### src/rtl/req_ack_32bit_receiver.sv
// -----------------------------------------------------------------------------
// req_ack_32bit_receiver
//
// Purpose:
//   Receives 32-bit words from a chip over an asynchronous 4-phase
//   request/acknowledge handshake. Consecutive words are paired into 64-bit
//   beats: the first word goes to [63:32] and the second to [31:0]. Beats are
//   presented on an AXI-Stream master. A frame is closed after TIMEOUT_CYCLES
//   idle cycles. A frame with an odd word count is padded with a zero word and
//   flags o_odd_err.
//
// Parameters:
//   TIMEOUT_CYCLES  idle cycles after the last captured word before the frame
//                   is closed (2..65535)
//
// Ports:
//   clk             single clock
//   rst             asynchronous active-high reset
//   request         chip-side 4-phase request (asynchronous to clk)
//   din[31:0]       chip-side data, stable while request=1
//   acknowledge     registered 4-phase acknowledge to the chip
//   m_axis_tdata    assembled 64-bit beat
//   m_axis_tvalid   beat valid
//   m_axis_tready   downstream ready
//   m_axis_tlast    last beat of the frame
//   o_rx_done       one-cycle pulse after a tlast beat is accepted
//   o_odd_err       sticky flag: a frame closed with an odd word count
//   o_beat_cnt      (only with RX_BEAT_CNT_EN) count of accepted beats, wraps
//
// Build option:
//   RX_BEAT_CNT_EN  when defined, adds the o_beat_cnt output and its counter
// -----------------------------------------------------------------------------
module req_ack_32bit_receiver #(
  parameter int TIMEOUT_CYCLES = 256
) (
  input  logic        clk,
  input  logic        rst,
  input  logic        request,
  input  logic [31:0] din,
  output logic        acknowledge,
  output logic [63:0] m_axis_tdata,
  output logic        m_axis_tvalid,
  input  logic        m_axis_tready,
  output logic        m_axis_tlast,
  output logic        o_rx_done,
`ifdef RX_BEAT_CNT_EN
  output logic        o_odd_err,
  output logic [31:0] o_beat_cnt
`else
  output logic        o_odd_err
`endif
);

  localparam int               CNT_W   = $clog2(TIMEOUT_CYCLES + 1);
  localparam logic [CNT_W-1:0] CNT_MAX = CNT_W'(TIMEOUT_CYCLES);

  typedef enum logic {
    IDLE = 1'b0,
    ACK  = 1'b1
  } state_t;

  state_t           state_q;
  state_t           state_d;
  logic             req_meta;
  logic             req_s;
  logic             capture;
  logic             slot_free;
  logic             capacity;
  logic             timeout_hit;

  logic [31:0]      half_word;
  logic             half_vld;
  logic [63:0]      pend_data;
  logic             pend_vld;
  logic             force_last;
  logic [CNT_W-1:0] idle_cnt;

  logic [31:0]      half_word_d;
  logic             half_vld_d;
  logic [63:0]      pend_data_d;
  logic             pend_vld_d;
  logic             force_last_d;
  logic             out_load;
  logic             out_last_d;
  logic             odd_set;

  // Two-flop synchroniser; req_s is the only form of request used below.
  always_ff @(posedge clk or posedge rst) begin
    if (rst) begin
      req_meta <= 1'b0;
      req_s    <= 1'b0;
    end else begin
      req_meta <= request;
      req_s    <= req_meta;
    end
  end

  // A word may only be taken if there is somewhere to put it: a free half
  // slot, a free pending slot, or an output slot that empties this cycle
  // (which lets the pending beat move out to make room).
  always_comb begin
    slot_free = !m_axis_tvalid || m_axis_tready;
    capacity  = !half_vld || !pend_vld || slot_free;
    state_d   = state_q;
    capture   = 1'b0;
    case (state_q)
      IDLE: begin
        if (req_s && capacity) begin
          state_d = ACK;
          capture = 1'b1;
        end
      end
      ACK: begin
        if (!req_s) begin
          state_d = IDLE;
        end
      end
      default: state_d = IDLE;
    endcase
  end

  always_ff @(posedge clk or posedge rst) begin
    if (rst) begin
      state_q     <= IDLE;
      acknowledge <= 1'b0;
    end else begin
      state_q     <= state_d;
      acknowledge <= (state_d == ACK);
    end
  end

  // A capture always wins over a timeout flush in the same cycle.
  assign timeout_hit = (idle_cnt == CNT_MAX) && slot_free &&
                       (pend_vld || half_vld) && !capture;

  // Beat assembly. The output is always loaded from the pending register.
  // A force_last beat leaves first; otherwise the pending beat is pushed out
  // by a newer completed beat or by the timeout. An odd trailing word is
  // zero-padded into the pending slot and goes out as tlast on a later cycle.
  always_comb begin
    half_word_d  = half_word;
    half_vld_d   = half_vld;
    pend_data_d  = pend_data;
    pend_vld_d   = pend_vld;
    force_last_d = force_last;
    out_load     = 1'b0;
    out_last_d   = 1'b0;
    odd_set      = 1'b0;

    if (pend_vld && force_last && slot_free) begin
      out_load     = 1'b1;
      out_last_d   = 1'b1;
      pend_vld_d   = 1'b0;
      force_last_d = 1'b0;
    end else if (capture && half_vld && pend_vld) begin
      out_load   = 1'b1;
      out_last_d = 1'b0;
      pend_vld_d = 1'b0;
    end else if (timeout_hit) begin
      if (pend_vld) begin
        out_load   = 1'b1;
        out_last_d = !half_vld;
        pend_vld_d = 1'b0;
      end
      if (half_vld) begin
        pend_data_d  = {half_word, 32'h0000_0000};
        pend_vld_d   = 1'b1;
        force_last_d = 1'b1;
        half_vld_d   = 1'b0;
        odd_set      = 1'b1;
      end
    end

    if (capture) begin
      if (half_vld) begin
        pend_data_d  = {half_word, din};
        pend_vld_d   = 1'b1;
        force_last_d = 1'b0;
        half_vld_d   = 1'b0;
      end else begin
        half_word_d = din;
        half_vld_d  = 1'b1;
      end
    end
  end

  always_ff @(posedge clk or posedge rst) begin
    if (rst) begin
      half_word  <= '0;
      half_vld   <= 1'b0;
      pend_data  <= '0;
      pend_vld   <= 1'b0;
      force_last <= 1'b0;
    end else begin
      half_word  <= half_word_d;
      half_vld   <= half_vld_d;
      pend_data  <= pend_data_d;
      pend_vld   <= pend_vld_d;
      force_last <= force_last_d;
    end
  end

  // Idle counter: cleared by every capture, saturates at the timeout value.
  always_ff @(posedge clk or posedge rst) begin
    if (rst) begin
      idle_cnt <= '0;
    end else if (capture) begin
      idle_cnt <= '0;
    end else if (idle_cnt != CNT_MAX) begin
      idle_cnt <= idle_cnt + 1'b1;
    end
  end

  // Output slot: loads only when free, so a stalled beat never changes.
  always_ff @(posedge clk or posedge rst) begin
    if (rst) begin
      m_axis_tvalid <= 1'b0;
      m_axis_tdata  <= '0;
      m_axis_tlast  <= 1'b0;
    end else if (out_load) begin
      m_axis_tvalid <= 1'b1;
      m_axis_tdata  <= pend_data;
      m_axis_tlast  <= out_last_d;
    end else if (m_axis_tready) begin
      m_axis_tvalid <= 1'b0;
    end
  end

  always_ff @(posedge clk or posedge rst) begin
    if (rst) begin
      o_rx_done <= 1'b0;
      o_odd_err <= 1'b0;
    end else begin
      o_rx_done <= m_axis_tvalid && m_axis_tready && m_axis_tlast;
      o_odd_err <= o_odd_err || odd_set;
    end
  end

`ifdef RX_BEAT_CNT_EN
  always_ff @(posedge clk or posedge rst) begin
    if (rst) begin
      o_beat_cnt <= '0;
    end else if (m_axis_tvalid && m_axis_tready) begin
      o_beat_cnt <= o_beat_cnt + 32'd1;
    end
  end
`endif

endmodule

### config.mk
export PLATFORM = sky130hd
export DESIGN_NAME = req_ack_32bit_receiver
export DESIGN_NICKNAME = d
export VERILOG_FILES = /design/src/rtl/req_ack_32bit_receiver.sv
export SDC_FILE = /design/constraint.sdc
export NUM_CORES = 1
export LEC_CHECK = 0
export CAP_MARGIN = 10
export CORE_MARGIN = 10
export CORE_UTILIZATION = 35
export DETAILED_ROUTE_END_ITERATION = 10
export PLACE_DENSITY = 0.58
export RECOVER_POWER = 50
export SLEW_MARGIN = 20
export SYNTH_ARGS = -nofsm -noshare
export SYNTH_HDL_FRONTEND = slang
export SYNTH_SLANG_ARGS = --single-unit
### constraint.sdc
create_clock -name clk -period 10.6 [get_ports clk]
set_clock_uncertainty 0.05 [all_clocks]
set_input_delay 2.65 -clock clk [delete_from_list [all_inputs] [get_ports clk]]
set_output_delay 2.65 -clock clk [all_outputs]
set_load 0.03 [all_outputs]
# ---- Word-level counts from Yosys, hierarchy flattened
# Index checks and enable logic that the tools add are counted.
dict set report word_totals {
  regBits 179
  input_bits 36
  out_inout_bits 69
  word_cells 87
}
dict set report classes {
  add_sub_neg 1
  n_eq_ne 4
  muxes 42
  n_bitwise 2
  reduce_logical 24
}
# op n
set ops {}
lappend ops {{64-bit 2-to-1 mux} 6}
lappend ops {{1-bit 2-to-1 mux} 33}
lappend ops {{9-bit 2-to-1 mux} 2}
lappend ops {{1-bit logical AND} 10}
lappend ops {{9-bit by 1-bit adder with 9-bit output, second input constant} 1}
lappend ops {{9-bit equality test, second input constant} 1}
lappend ops {{9-bit != test, second input constant} 1}
lappend ops {{2-bit nonzero test} 3}
lappend ops {{1-bit logical OR} 5}
lappend ops {{1-bit logical NOT} 4}
lappend ops {{2-bit != test, second input constant} 2}
lappend ops {{3-bit AND reduction} 1}
lappend ops {{1-bit NOT} 2}
lappend ops {{1-bit one-hot mux with 2 select lines} 1}
lappend ops {{2-bit AND reduction} 1}

# ---- Longest topological paths before layout
dict set report depth {
  ltp_word 13
  depth_mapped 8
}

# ---- Worst setup path after synthesis
# No wires, ideal clock.
dict set report synth_path {
  kind {input -> register}
  startpoint {input port m_axis_tready}
  endpoint {register pend_data[35]}
  setup_ns 0.125
  arrival_time_ns 3.874
  required_time_ns 10.425
  path_slack_ns 6.551
  path_stages 6
  n_path_buf 2
  cell_sequence {nor2b_1 > buf_2 > a211oi_2 > a41oi_4 > buf_6 > mux2_4}
}
dict set report synth_via {
  elab_chain_cells 12
  elab_cells_between_ends 17
}
# element line
set synth_lines {}
lappend synth_lines {{start, declared} 43} ;# input logic m_axis_tready,
lappend synth_lines {{1-bit logical OR (*)} 102} ;# slot_free = !m_axis_tvalid || m_axis_tready;
lappend synth_lines {{1-bit logical OR} 103} ;# capacity = !half_vld || !pend_vld || slot_free;
lappend synth_lines {{1-bit logical AND} 108} ;# if (req_s && capacity) begin
lappend synth_lines {{1-bit 2-to-1 mux} 108}
lappend synth_lines {{1-bit 2-to-1 mux} 106} ;# case (state_q)
lappend synth_lines {{1-bit logical NOT} 134} ;# (pend_vld || half_vld) && !capture;
lappend synth_lines {{1-bit logical AND} 134}
lappend synth_lines {{64-bit 2-to-1 mux} 159} ;# end else if (timeout_hit) begin
lappend synth_lines {{64-bit 2-to-1 mux} 155} ;# end else if (capture && half_vld && pend_vld) begin
lappend synth_lines {{64-bit 2-to-1 mux} 150} ;# if (pend_vld && force_last && slot_free) begin
lappend synth_lines {{64-bit 2-to-1 mux} 175} ;# if (half_vld) begin
lappend synth_lines {{64-bit 2-to-1 mux (*)} 174} ;# if (capture) begin
lappend synth_lines {{via pend_data_d[35]} 80} ;# logic [63:0] pend_data_d;
lappend synth_lines {{end signal, assigned} 197} ;# pend_data <= pend_data_d;
lappend synth_lines {{end, declared} 73} ;# logic [63:0] pend_data;
# Mark *: on every way through the listed nets, which the timed path passes. The rest lies on a longest branch.
# A chain may end at the register's enable or synchronous reset.

# ---- Worst setup path after layout
dict set report layout_path {
  startpoint {input port m_axis_tready}
  endpoint {register m_axis_tdata[33]}
}
dict set report layout_via {
  elab_chain_cells 10
  elab_cells_between_ends 15
}
# element line
set layout_lines {}
lappend layout_lines {{1-bit logical OR (*)} 102}
lappend layout_lines {{1-bit logical OR} 103}
lappend layout_lines {{1-bit logical AND} 108}
lappend layout_lines {{1-bit 2-to-1 mux} 108}
lappend layout_lines {{1-bit 2-to-1 mux} 106}
lappend layout_lines {{1-bit logical NOT} 134}
lappend layout_lines {{1-bit logical AND} 134}
lappend layout_lines {{1-bit 2-to-1 mux} 159}
lappend layout_lines {{1-bit 2-to-1 mux} 155}
lappend layout_lines {{1-bit 2-to-1 mux (*)} 150}
lappend layout_lines {{end signal, assigned} 222} ;# m_axis_tdata <= pend_data;
lappend layout_lines {{end, declared} 41} ;# output logic [63:0] m_axis_tdata,
# Mark *: on every way between the ends. The rest lies on a longest branch, timed or not.

==> impl_metrics.toml <==
[grt]
grt_pass1_wl_um = 23800
grt-ovfl-total = 0
grt_max_degree = 97
grtUsageTotal_pct = 11.4
grt_pass1_vias = 4299
antenna_found_initial = 0

[pwr]
internal_power_mw = 1.80
powerDensity_mw_per_mm2 = 308
swShare_pct = 33.9
leakagePower_nw = 3.95
peakVddDrop_mv = 0.148
power_frac_seq_pct = 43.0
power_frac_clock_pct = 22.9
pwr-share-comb_pct = 34.1
p_sw_uw = 925

[yosys]
synthArstFlopShare_pct = 100
synth_xor_area_share_pct = 0.632
yosys_warnings = 0
syn_nets = 478
synth_cells = 440
syn_avg_cell_area_um2 = 15.8
synth.most_common_cell = "dfrtp_1"
ys_seq_elements = 179
synth-main-ff-cell = "dfrtp_1"
synthTopCellsByArea = "dfrtp_1, mux2_2, mux2_4, a22o_1, a21oi_1"
synth.cell_area_mm2 = 0.00693
synth_compound_area_share_pct = 6.99
synth_commonest_cells = "dfrtp_1, mux2_2, a22o_1"
synthAdderAreaFrac_pct = 0.361
yosys.area_share.simple_pct = 3.05
ys_types = 41
synth_top_family_by_area = "multiplexers"
synth_mux_area_share_pct = 22.3
yosys.area.top_type = "dfrtp_1"
synth_edf_count = 0
ys_seq_area_share_pct = 64.6
yosysTopAreaCellShare_pct = 64.6

[sta]
whs_ns = 0.307
finalHoldViolations = 0
max_freq_mhz = 157
fin_crit_ns = 6.39
drv_slew = 125
setup_tns_ns = 0
slew_headroom_pct = -173
fin_crit_sh_pct = 60.2
worstMarginPinSlew_ns = 4.08
rsz0062_at_grt = "false"
setup_viol = 0

[drt]
drt_iter0_drc = 290
post_drt_wl_per_cell_um = 17.5
post_drt_via_cell_ratio = 4.81
dr.pass1.iters = 4
ant_nets = 0
num_vias = 3955
wirelength_um = 14400
drcViolationCount = 0

[worst_setup_path]
required_ns = 10.86
start_kind = "input pin"
path_max_fanout = 39
regToRegEndpoint = "m_axis_tdata[33]"
cp_cell_sequence = "dlygate4sd3_1 > nand2b_1 > nand2_1 > a21oi_1 > buf_4 > mux2_2"
cp_num_buf_inv = 2
rr_worst_depth = 7
critPathCaptureType = "flip-flop"
critical_path_depth = 6
crit_path_end = "m_axis_tdata[33]"
critPathLaunch = "m_axis_tready"
crit_arrival_ns = 6.65
crit_type = "in2reg"
r2r_slack_ns = 6.03
slowest_delay_ns = 1.98
reg2reg_from = "idle_cnt[0]"
crit_slowest_cell = "a21oi_1"
path_delay_family = "compound AO/OA/AOI/OAI gates"

[clock_network]
numCtsBuffers = 17
htree_levels = 4
cts-hold-fix-buffers = 0
post-cts-setup-buffers = 0
cts_buffer_depth = 2
cts_tree = "built"
cts_resized = 0
cts.sinks = 179
cts_root_buf = "clkbuf_16"
clk_pin_slew_ns = 0.07
insertion_delay_ns = 0.42

[layout]
layout-area-overhead-vs-synth_pct = 27.7
drive_gt1_share_pct = 30.6
final_area_mm2 = 0.00885
fin_nets = 583
fillers = 1708
antennaDiodeCount = 0
fin_util_pct = 45.5

[placed_design]
dp_hpwl_um = 9470
gp_congestion = 0.755
port_buffers = 104
place_area_mm2 = 0.00824

[hold_path]
min_from = "req_meta"
hold_path.class = "reg2reg"

[die]
die_w_um = 161
start_util_pct = 35.6
io_pins = 105
core-area_mm2 = 0.0195
num_rows = 51
dieArea_mm2 = 0.0258
die_h_um = 161

[outcome]
violations = "max-capacitance violations, max-slew violations"
status = "finished, violations left"

[job]
maxCapViolations = 2
==> worst register-to-register path, cell delays in order (launching register included) <==
cell	delay, ns
dfrtp_1	0.40
inv_1	0.10
ha_1	0.18
nor4bb_1	0.43
nand3_1	0.17
a21oi_1	1.97
buf_4	0.72
mux2_2	0.43
==> placed cells by master (no fill, tap or decap), types with 4 or more instances in the layout <==
cell           instances
a21oi_1               11
a22o_1                32
clkbuf_16             17
dfrtp_1              179
dlygate4sd3_1        102
inv_1                  4
inv_6                  4
inv_8                  5
mux2_2               100
mux2_4                28
nand2_1                9
nand3_1                4
nor2_1                 5
o21ai_0                5
==> worst min-delay path by stage <==
stage,to,slack [ns],depth (start not counted)
after floorplan,req_s,0.28,0
after CTS,req_s,0.31,0
final,req_s,0.31,0
after global routing,req_s,0.32,0
after detailed placement,req_s,0.30,0
after global placement,req_s,0.28,0
==> area by class of cell <==
type	instances	area [µm²]	area share [%]
tap	265	332	3.75
clock buffer	18	429	4.85
timing repair buffer	109	1100	12.5
inverter	5	20.0	0.226
multi-input combinational	233	2330	26.3
clock inverter	14	160	1.81
sequential	179	4480	50.6
==> kinds of logic after synthesis <==
logic type | count (synthesis)
DFF | 179
muxes | 128
AOI/OAI and AO/OA | 60
and+or+nand+nor | 38
buffers and inverters | 28
xor gates and xnor gates | 5
adders and majority gates | 2
==> state kept, by name (all words and copies together) (netlist names), 9 cells and up <==
register,count
half_word,32
idle_cnt,9
pend_data,64
m_axis_tdata,64
==> layer usage <==
layer  global-route usage, %  share of wire [%]  up-vias
met5                       0                  0        -
met4                    3.68                1.2        0
met3                    3.81                4.9       13
met2                    17.8                 48       95
met1                    14.5                 46     2036
li1                        -                  -     1811
==> stage by stage <==
| stage | power, mW | instances | setup WS [ns] |
|---|---|---|---|
| 4_1_cts | 2.82 | 822 | 5.06 |
| 3_5_place_dp | 2.18 | 790 | 4.61 |
| 5_1_grt | 2.89 | 823 | 3.90 |
| 2_1_floorplan | 1.79 | 440 | 3.04 |
| 3_3_place_gp | 2.15 | 790 | 4.71 |
| 6_report | 2.73 | 823 | 4.21 |
==> power by group through the flow <==
stage               registers [mW]  logic (mW)  clock network [mW]
floorplan                     1.37       0.418                   0
global placement              1.18       0.966                   0
detailed placement            1.19       0.985                   0
CTS                           1.18       0.991               0.644
global route                  1.22       0.995               0.673
finish                        1.17       0.929               0.625
No activity file was read; power rests on OpenSTA's default activity.
